[config.mk]
export PLATFORM = sky130hd
export DESIGN_NAME = fifo_word_packer
export DESIGN_NICKNAME = d
export VERILOG_FILES = /design/src/rtl/fifo_word_packer.sv
export SDC_FILE = /design/constraint.sdc
export NUM_CORES = 1
export LEC_CHECK = 0
export ABC_AREA = 1
export ABC_CLOCK_PERIOD_IN_PS = 1900
export CAP_MARGIN = 20
export CORE_MARGIN = 2
export CORE_UTILIZATION = 40
export CTS_BUF_LIST = sky130_fd_sc_hd__clkbuf_8
export DETAILED_ROUTE_END_ITERATION = 12
export DONT_BUFFER_PORTS = 1
export HOLD_SLACK_MARGIN = 0.02
export REMOVE_ABC_BUFFERS = 1
export SYNTH_ARGS = -nofsm -noshare
export SYNTH_HDL_FRONTEND = slang
export SYNTH_SLANG_ARGS = --single-unit
[constraint.sdc]
create_clock -name clk -period 1.9 [get_ports clk]
set_clock_uncertainty 0.05 [all_clocks]
set_input_delay 0.19 -clock clk [delete_from_list [all_inputs] [get_ports clk]]
set_output_delay 0.19 -clock clk [all_outputs]
set_load 0.03 [all_outputs]
[src/rtl/fifo_word_packer.sv]
// ============================================================================
// fifo_word_packer : packs BYTES FIFO entries little-endian into one output
// word on a valid/ready port; flush emits a partial word. Rev 1.0
// ============================================================================
`default_nettype none

module fifo_word_packer #(
    parameter int DATA_WIDTH = 8,
    parameter int BYTES      = 4,
    localparam int CW        = $clog2(BYTES + 1)
) (
    input  logic                        clk,
    input  logic                        rst_n,
    input  logic                        f_empty,
    input  logic [DATA_WIDTH-1:0]       f_data,
    output logic                        f_inc,
    input  logic                        flush,
    output logic                        m_valid,
    input  logic                        m_ready,
    output logic [DATA_WIDTH*BYTES-1:0] m_data,
    output logic [CW-1:0]               m_count
);

    localparam int             IW        = $clog2(BYTES);
    localparam int             WW        = DATA_WIDTH * BYTES;
    localparam logic [IW-1:0]  LAST_LANE = IW'(BYTES - 1);

    logic [WW-1:0] acc;
    logic [WW-1:0] acc_filled;
    logic [IW-1:0] idx;
    logic          flush_pending;
    logic          out_free;
    logic          last_pop;
    logic          flush_emit;

    assign out_free   = !m_valid || m_ready;
    // The top lane may only pop when the output register can take the word.
    assign f_inc      = rst_n && !f_empty && !flush_pending &&
                        !(idx == LAST_LANE && !out_free);
    assign last_pop   = f_inc && (idx == LAST_LANE);
    assign flush_emit = flush_pending && (idx != '0) && out_free;

    always_comb begin
        acc_filled = acc;
        acc_filled[idx*DATA_WIDTH +: DATA_WIDTH] = f_data;
    end

    always_ff @(posedge clk or negedge rst_n) begin
        if (!rst_n) begin
            acc           <= '0;
            idx           <= '0;
            flush_pending <= 1'b0;
        end else begin
            if (last_pop || flush_emit) begin
                acc <= '0;
                idx <= '0;
            end else if (f_inc) begin
                acc <= acc_filled;
                idx <= idx + IW'(1);
            end
            // Set wins over clear so a held flush keeps re-arming.
            if (flush) begin
                flush_pending <= 1'b1;
            end else if (flush_pending && (idx == '0 || out_free)) begin
                flush_pending <= 1'b0;
            end
        end
    end

    always_ff @(posedge clk or negedge rst_n) begin
        if (!rst_n) begin
            m_valid <= 1'b0;
            m_data  <= '0;
            m_count <= '0;
        end else if (last_pop) begin
            m_valid <= 1'b1;
            m_data  <= acc_filled;
            m_count <= CW'(BYTES);
        end else if (flush_emit) begin
            m_valid <= 1'b1;
            m_data  <= acc;
            m_count <= CW'(idx);
        end else if (m_ready) begin
            m_valid <= 1'b0;
        end
    end

endmodule

`default_nettype wire

==> impl_metrics.csv, run 1 <==
group,metric,value,unit
synthesis,ys_types,19,
routing,via_per_inst,5.293,
job,maxCapViolCount,0,
timing,rsz0062_at_grt,"false",
cells_and_area,antenna_cells,0,
cells_and_area,layout_common_cells,"nand2_1 (193), nand3_1 (100), nor2_1 (76)",
synthesis,synth_area_per_cell,7.181,µm²
grt,overflow,0,
critical_path,critPathMaxFanout,22,
timing,fmax,551.0,MHz
place,port_buffers,0,
grt,grt_pass1_wl,18.39,mm
worst_hold_path,min_path_type,"in2reg",
critical_path,worst-endpoint-arrival,1.57,ns
grt,groute.usage.overall,21.39,%
die,start_util,41.11,%
cells_and_area,layout.nets,582,
synthesis,synth-warning-count,0,
routing,top_layer,"met4",
grt,antenna_found_initial,0,
critical_path,cp-end-kind,"output port",
power_and_ir_drop,p_int,0.002910,W
clock_tree,clockBufferDepth,2,
clock_tree,h-tree-depth,3,
clock_tree,cts_num_sinks,71,
grt,grt_pass1_vias,3668,
routing,num_vias,3700,
critical_path,crit_type,"reg2out",
clock_tree,clkLatencyLatePin,0.36,ns
routing,routed_wirelength,10.98,mm
die,core-area,9729,µm²
power_and_ir_drop,power_frac_seq,41.8,%
cells_and_area,synthToLayoutAreaGrowth,10.32,%
timing,period_minus_slack,1.815,ns
timing,drv_slew,0,
clock_tree,cts_inserted_buffers,9,
synthesis,synth-seq-cells,71,
critical_path,critPathRequiredTime,1.66,ns
power_and_ir_drop,p_total,0.005330,W
cells_and_area,final_layout_size_suffix_gt1_share,10.07,%
timing,fin_tns_setup,0,ns
clock_tree,clkTransAtPathRegs,0.07,ns
place,placed_area,4161,µm²
routing,wl_met1,4.728,mm
die,die_area,10820,µm²
routing,wl_met2,5.247,mm
synthesis,yosysSeqAreaShare,44.42,%
routing,met3_length,736,µm
die,rows,36,
run_status,status,"complete, no violations",
cells_and_area,final_common_cell,"nand2_1",
power_and_ir_drop,clkPwrFrac,21.7,%
die,die_w,104,µm
power_and_ir_drop,peakVddDrop,0.0005476,V
clock_tree,cts_tree,"yes",
critical_path,start_kind,"flip-flop",
routing,wire_per_inst,15.71,µm
power_and_ir_drop,swShare,45.40,%
place,place_hpwl,6.957,mm
timing,tightest_slew,0.4222,ns
grt,grt_max_degree,72,
die,fp.dieH,104,µm
routing,dr.pass1.iters,5,
clock_tree,clockRootBuffer,"clkbuf_8",
place,gp_congestion,0.8380,
power_and_ir_drop,netSwitchingPower,0.002420,W
routing,ant_nets,0,
synthesis,syn_inst,557,
routing,drc,0,
cells_and_area,final_util,45.36,%
synthesis,syn_area,4000,µm²
power_and_ir_drop,powerDensity,1208,nW/µm²
power_and_ir_drop,p_leak,2.525,nW
die,ioPinCount,50,
timing,finalSetupViolations,0,
timing,relSlewSlack,71.85,%
timing,fin_crit_sh,95.52,%
routing,drt_iter0_markers,226,
cells_and_area,design_area,4413,µm²
power_and_ir_drop,combPwrFrac,36.5,%
timing,hold_viol,0,
-- cells by family after synthesis --
| family | share of synthesized area, % |
|---|---|
| AO/OA/AOI/OAI | 0.1877 |
| adder cells (fa/ha/maj) | 1.877 |
| buffers and inverters | 8.133 |
| flip-flops | 44.42 |
| AND/OR/NAND/NOR | 45.39 |
-- power by group through the flow --
stage               clock [W]  sequential [W]  combinational (W)
detailed placement          0         0.00226            0.00187
floorplan                   0         0.00227            0.00116
global route          0.00127         0.00226            0.00218
CTS                   0.00119         0.00223            0.00192
finish                0.00116         0.00223            0.00194
global placement            0         0.00226            0.00184
-- critical path, cell delays in order, from the launching register on --
cell and delay (ns):
dfrtp_1 0.36, buf_6 0.20, ha_2 0.24, inv_2 0.05
nor2_2 0.14, nor2_4 0.06, buf_4 0.16
-- per-layer routing --
| layer | up-vias | global-route usage [%] |
|---|---|---|
| met1 | 1736 | 27.54 |
| li1 | 1806 | - |
| met4 | 0 | 11.10 |
| met2 | 137 | 33.79 |
| met5 | - | 0 |
| met3 | 21 | 4.699 |
-- flip-flops by register name (all words and copies together), names as in the netlist --
name	count
m_count	3
m_data	32
acc	32
idx	2
flush_pending	1
m_valid	1
-- cells in the mapped netlist --
| master | instances | area share, % |
|---|---|---|
| inv_2 | 5 | 0.47 |
| dfrtp_1 | 71 | 44 |
| nand4_4 | 1 | 0.53 |
| o21bai_1 | 1 | 0.19 |
| nor2_4 | 3 | 0.84 |
| buf_4 | 7 | 1.3 |
| nor2_1 | 76 | 7.1 |
| buf_1 | 2 | 0.19 |
| clkbuf_1 | 4 | 0.38 |
| nand2_1 | 193 | 18 |
| nand4_1 | 34 | 5.3 |
| nor2_2 | 3 | 0.47 |
| clkinv_1 | 2 | 0.19 |
| buf_2 | 17 | 2.1 |
| nand2_2 | 3 | 0.47 |
| buf_6 | 4 | 1.1 |
| ha_1 | 6 | 1.9 |
| inv_1 | 25 | 2.3 |
| nand3_1 | 100 | 13 |
-- worst paths after layout --
| check | endpoint | from | depth (start not counted) | slack [ns] |
|---|---|---|---|---|
| worst max-delay path | f_inc | idx[0] | 6 | 0.09 |
| worst min-delay path | acc[5] | f_data[5] | 4 | 0.05 |
| worst max register to register | m_data[22] | idx[0] | 9 | 0.15 |
| worst min register to register | m_data[7] | acc[7] | 2 | 0.47 |
| max in group asynchronous | m_data[12] | rst_n | 2 | 1.19 |
| min in group asynchronous | acc[22] | rst_n | 2 | 0.31 |
-- per-stage QoR --
stage | setup WS [ns] | hold slack (ns) | cells
after floorplan | -0.9700 | -0.1556 | 523
after global placement | 0.1889 | -0.1533 | 681
after detailed placement | 0.1340 | -0.1538 | 681
after CTS | 0.04533 | 0.03830 | 699
after global routing | 0.005687 | 0.05639 | 699
final | 0.08514 | 0.04638 | 699
-- layout make-up --
| class | instances | area (µm²) |
|---|---|---|
| timing repair buffer | 29 | 266.5 |
| fill | 1031 | 5316 |
| sequential | 71 | 1777 |
| multi-input combinational | 420 | 1901 |
| clock buffer | 13 | 178.9 |
| tap | 133 | 166.4 |
| inverter | 32 | 120.1 |
| clock inverter | 1 | 3.754 |
-- what timing repair did --
item | 4_1_cts | 5_1_grt
buffers inserted | 1 | 0
setup endpoints to repair | 1 | 19
pin swaps | 1 | 0
hold buffers | 3 | 0
endpoints found under the hold margin | 72 | 0
resized for setup | 1 | 4
cloned | 0 | 0
No activity file was read; power rests on OpenSTA's default activity.
==> inputs of run 2 (changes only) <==
--- a/config.mk
+++ b/config.mk
@@ -6,7 +6,7 @@
 export NUM_CORES = 1
 export LEC_CHECK = 0
 export ABC_AREA = 1
-export ABC_CLOCK_PERIOD_IN_PS = 1900
+export ABC_CLOCK_PERIOD_IN_PS = 2250
 export CAP_MARGIN = 20
 export CORE_MARGIN = 2
 export CORE_UTILIZATION = 40
@@ -15,6 +15,7 @@
 export DONT_BUFFER_PORTS = 1
 export HOLD_SLACK_MARGIN = 0.02
 export REMOVE_ABC_BUFFERS = 1
+export SETUP_SLACK_MARGIN = 0.3
 export SYNTH_ARGS = -nofsm -noshare
 export SYNTH_HDL_FRONTEND = slang
 export SYNTH_SLANG_ARGS = --single-unit
==> constraint.sdc (replaced) <==
create_clock -name clk -period 2.25 [get_ports clk]
set_clock_uncertainty 0.05 [all_clocks]
set_input_delay 0.225 -clock clk [delete_from_list [all_inputs] [get_ports clk]]
set_output_delay 0.225 -clock clk [all_outputs]
set_load 0.03 [all_outputs]
==> run 2 against run 1 <==
- hold slack better by 0.040 ns
- combinational power down 17%
- sequential share of layout area up 0.097 points
- first-iteration DRC count down 8.8%
- critical endpoint is now m_data[5]
- largest cell class unchanged
==> impl_metrics.csv, run 2 (same netlist as run 1, synthesis figures left out) <==
group,metric,value,unit
run_status,status,"complete, no violations",
die,start_util,41.11,%
power_and_ir_drop,powerDensity,1004,nW/µm²
routing,ant_nets,0,
place,port_buffers,0,
die,ioPinCount,50,
timing,drv_slew,0,
routing,via_per_inst,5.245,
critical_path,r2r_setup_slack,0.40,ns
clock_tree,cts_inserted_buffers,9,
critical_path,cp-end-kind,"flip-flop",
routing,routed_wirelength,11.00,mm
timing,tightest_slew,0.4871,ns
timing,hold_viol,0,
cells_and_area,nFillCells,1023,
job,maxCapViolCount,0,
cells_and_area,layout.cells.non_filler,694,
timing,period_minus_slack,1.846,ns
grt,overflow,0,
cells_and_area,final_layout_size_suffix_gt1_share,9.447,%
power_and_ir_drop,p_total,0.004423,W
routing,num_vias,3640,
die,core-area,9729,µm²
timing,relSlewSlack,67.40,%
cells_and_area,layout_common_cells,"nand2_1 (193), nand3_1 (100), nor2_1 (75)",
clock_tree,clockBufferDepth,2,
die,die_area,10820,µm²
place,placed_cells,672,
grt,grt_max_degree,72,
cells_and_area,final_util,45.28,%
clock_tree,clockRootBuffer,"clkbuf_8",
die,rows,36,
place,gp_congestion,0.8035,
clock_tree,h-tree-depth,3,
timing,rsz0062_at_grt,"true",
timing,worst_hold_slack,0.08641,ns
cells_and_area,antenna_cells,0,
cells_and_area,synthToLayoutAreaGrowth,10.13,%
critical_path,crit_type,"reg2reg",
place,place_hpwl,6.692,mm
critical_path,critPathRequiredTime,2.45,ns
clock_tree,cts_tree,"yes",
routing,drt_iter0_markers,206,
critical_path,cp_cell_sequence,"inv_1, ha_1, clkinvlp_4, buf_4, nand2_1, nand2_1, nor2_1, nor2_1",
worst_hold_path,min_path_type,"in2reg",
critical_path,start_kind,"flip-flop",
critical_path,worst-endpoint-arrival,2.04,ns
routing,dr.pass1.iters,5,
cells_and_area,layout.nets,577,
clock_tree,clkLatencyLatePin,0.36,ns
routing,wire_per_inst,15.85,µm
clock_tree,cts_num_sinks,71,
grt,groute.usage.overall,21.34,%
grt,grt_pass1_vias,3579,
timing,fin_crit_sh,82.06,%
timing,finalSetupViolations,0,
critical_path,critPathMaxFanout,10,
timing,fin_tns_setup,0,ns
cells_and_area,top_regs,"acc: 32 flops, m_data: 32 flops, m_count: 3 flops",
power_and_ir_drop,peakVddDrop,0.0005215,V
timing,fmax,541.6,MHz
critical_path,max_stage_delay,0.42,ns
critical_path,slowest_stage,"dfrtp_1",
die,die_w,104,µm
cells_and_area,final_common_cell,"nand2_1",
clock_tree,clkTransAtPathRegs,0.07,ns
power_and_ir_drop,p_leak,2.510,nW
routing,drc,0,
grt,antenna_found_initial,0,
die,fp.dieH,104,µm
grt,grt_pass1_wl,18.36,mm
[run 2: final cells by class]
class / count / area (µm²) / share of cell area [%]
clock inverters: 3 / 12.51 / 0.2840
multi-input cells: 420 / 1918 / 43.54
well taps: 133 / 166.4 / 3.777
flip-flops and latches: 71 / 1778 / 40.36
repair buffers: 24 / 255.2 / 5.794
clock buffers: 11 / 151.4 / 3.437
inverters: 32 / 123.9 / 2.812
[run 2: worst paths after layout]
kind / start / end / depth (start not counted)
worst max-delay path: idx[0] / m_data[5] / 8
worst min-delay path: f_data[0] / acc[0] / 4
worst max register to register: idx[0] / m_data[5] / 8
worst min register to register: acc[24] / m_data[24] / 2
max in group asynchronous: rst_n / idx[1] / 2
min in group asynchronous: rst_n / m_data[6] / 2
[run 2: timing repair]
item                       4_1_cts  5_1_grt
hold buffers                     3        0
hold endpoints to repair        72        0
setup endpoints to repair        3       24
resized for setup                3        4
cloned                           1        0
setup buffers                    2        2
[run 2: report_power, final]
group	total (W)	internal, W	leakage, nW	switching, W
Combinational	0.00161	0.000447	1.44	0.00116
Sequential	0.00191	0.00148	0.979	0.000427
Clock	0.000910	0.000439	0.0937	0.000471
[run 2: worst max-delay path, delay by kind of cell (launching register included)]
family	cells	cell delay (ns)
flops	1	0.42
buf+inv	3	0.65
fa+ha+maj	1	0.33
simple gates	4	0.28
[run 2: metrics by stage]
stage	instance area (µm²)	setup WS (ns)
5_1_grt	4405	0.2518
6_report	4405	0.4037
3_3_place_gp	4106	0.3830
3_5_place_dp	4106	0.3120
4_1_cts	4374	0.3035
2_1_floorplan	3795	-0.6200
[run 2: routing by layer]
layer / vias up / global-route usage (%) / wire length (µm)
met4: 0 / 10.04 / 288
li1: 1799 / - / -
met2: 102 / 33.46 / 5065
met1: 1718 / 27.98 / 4974
met3: 21 / 4.887 / 673
met5: - / 0 / 0
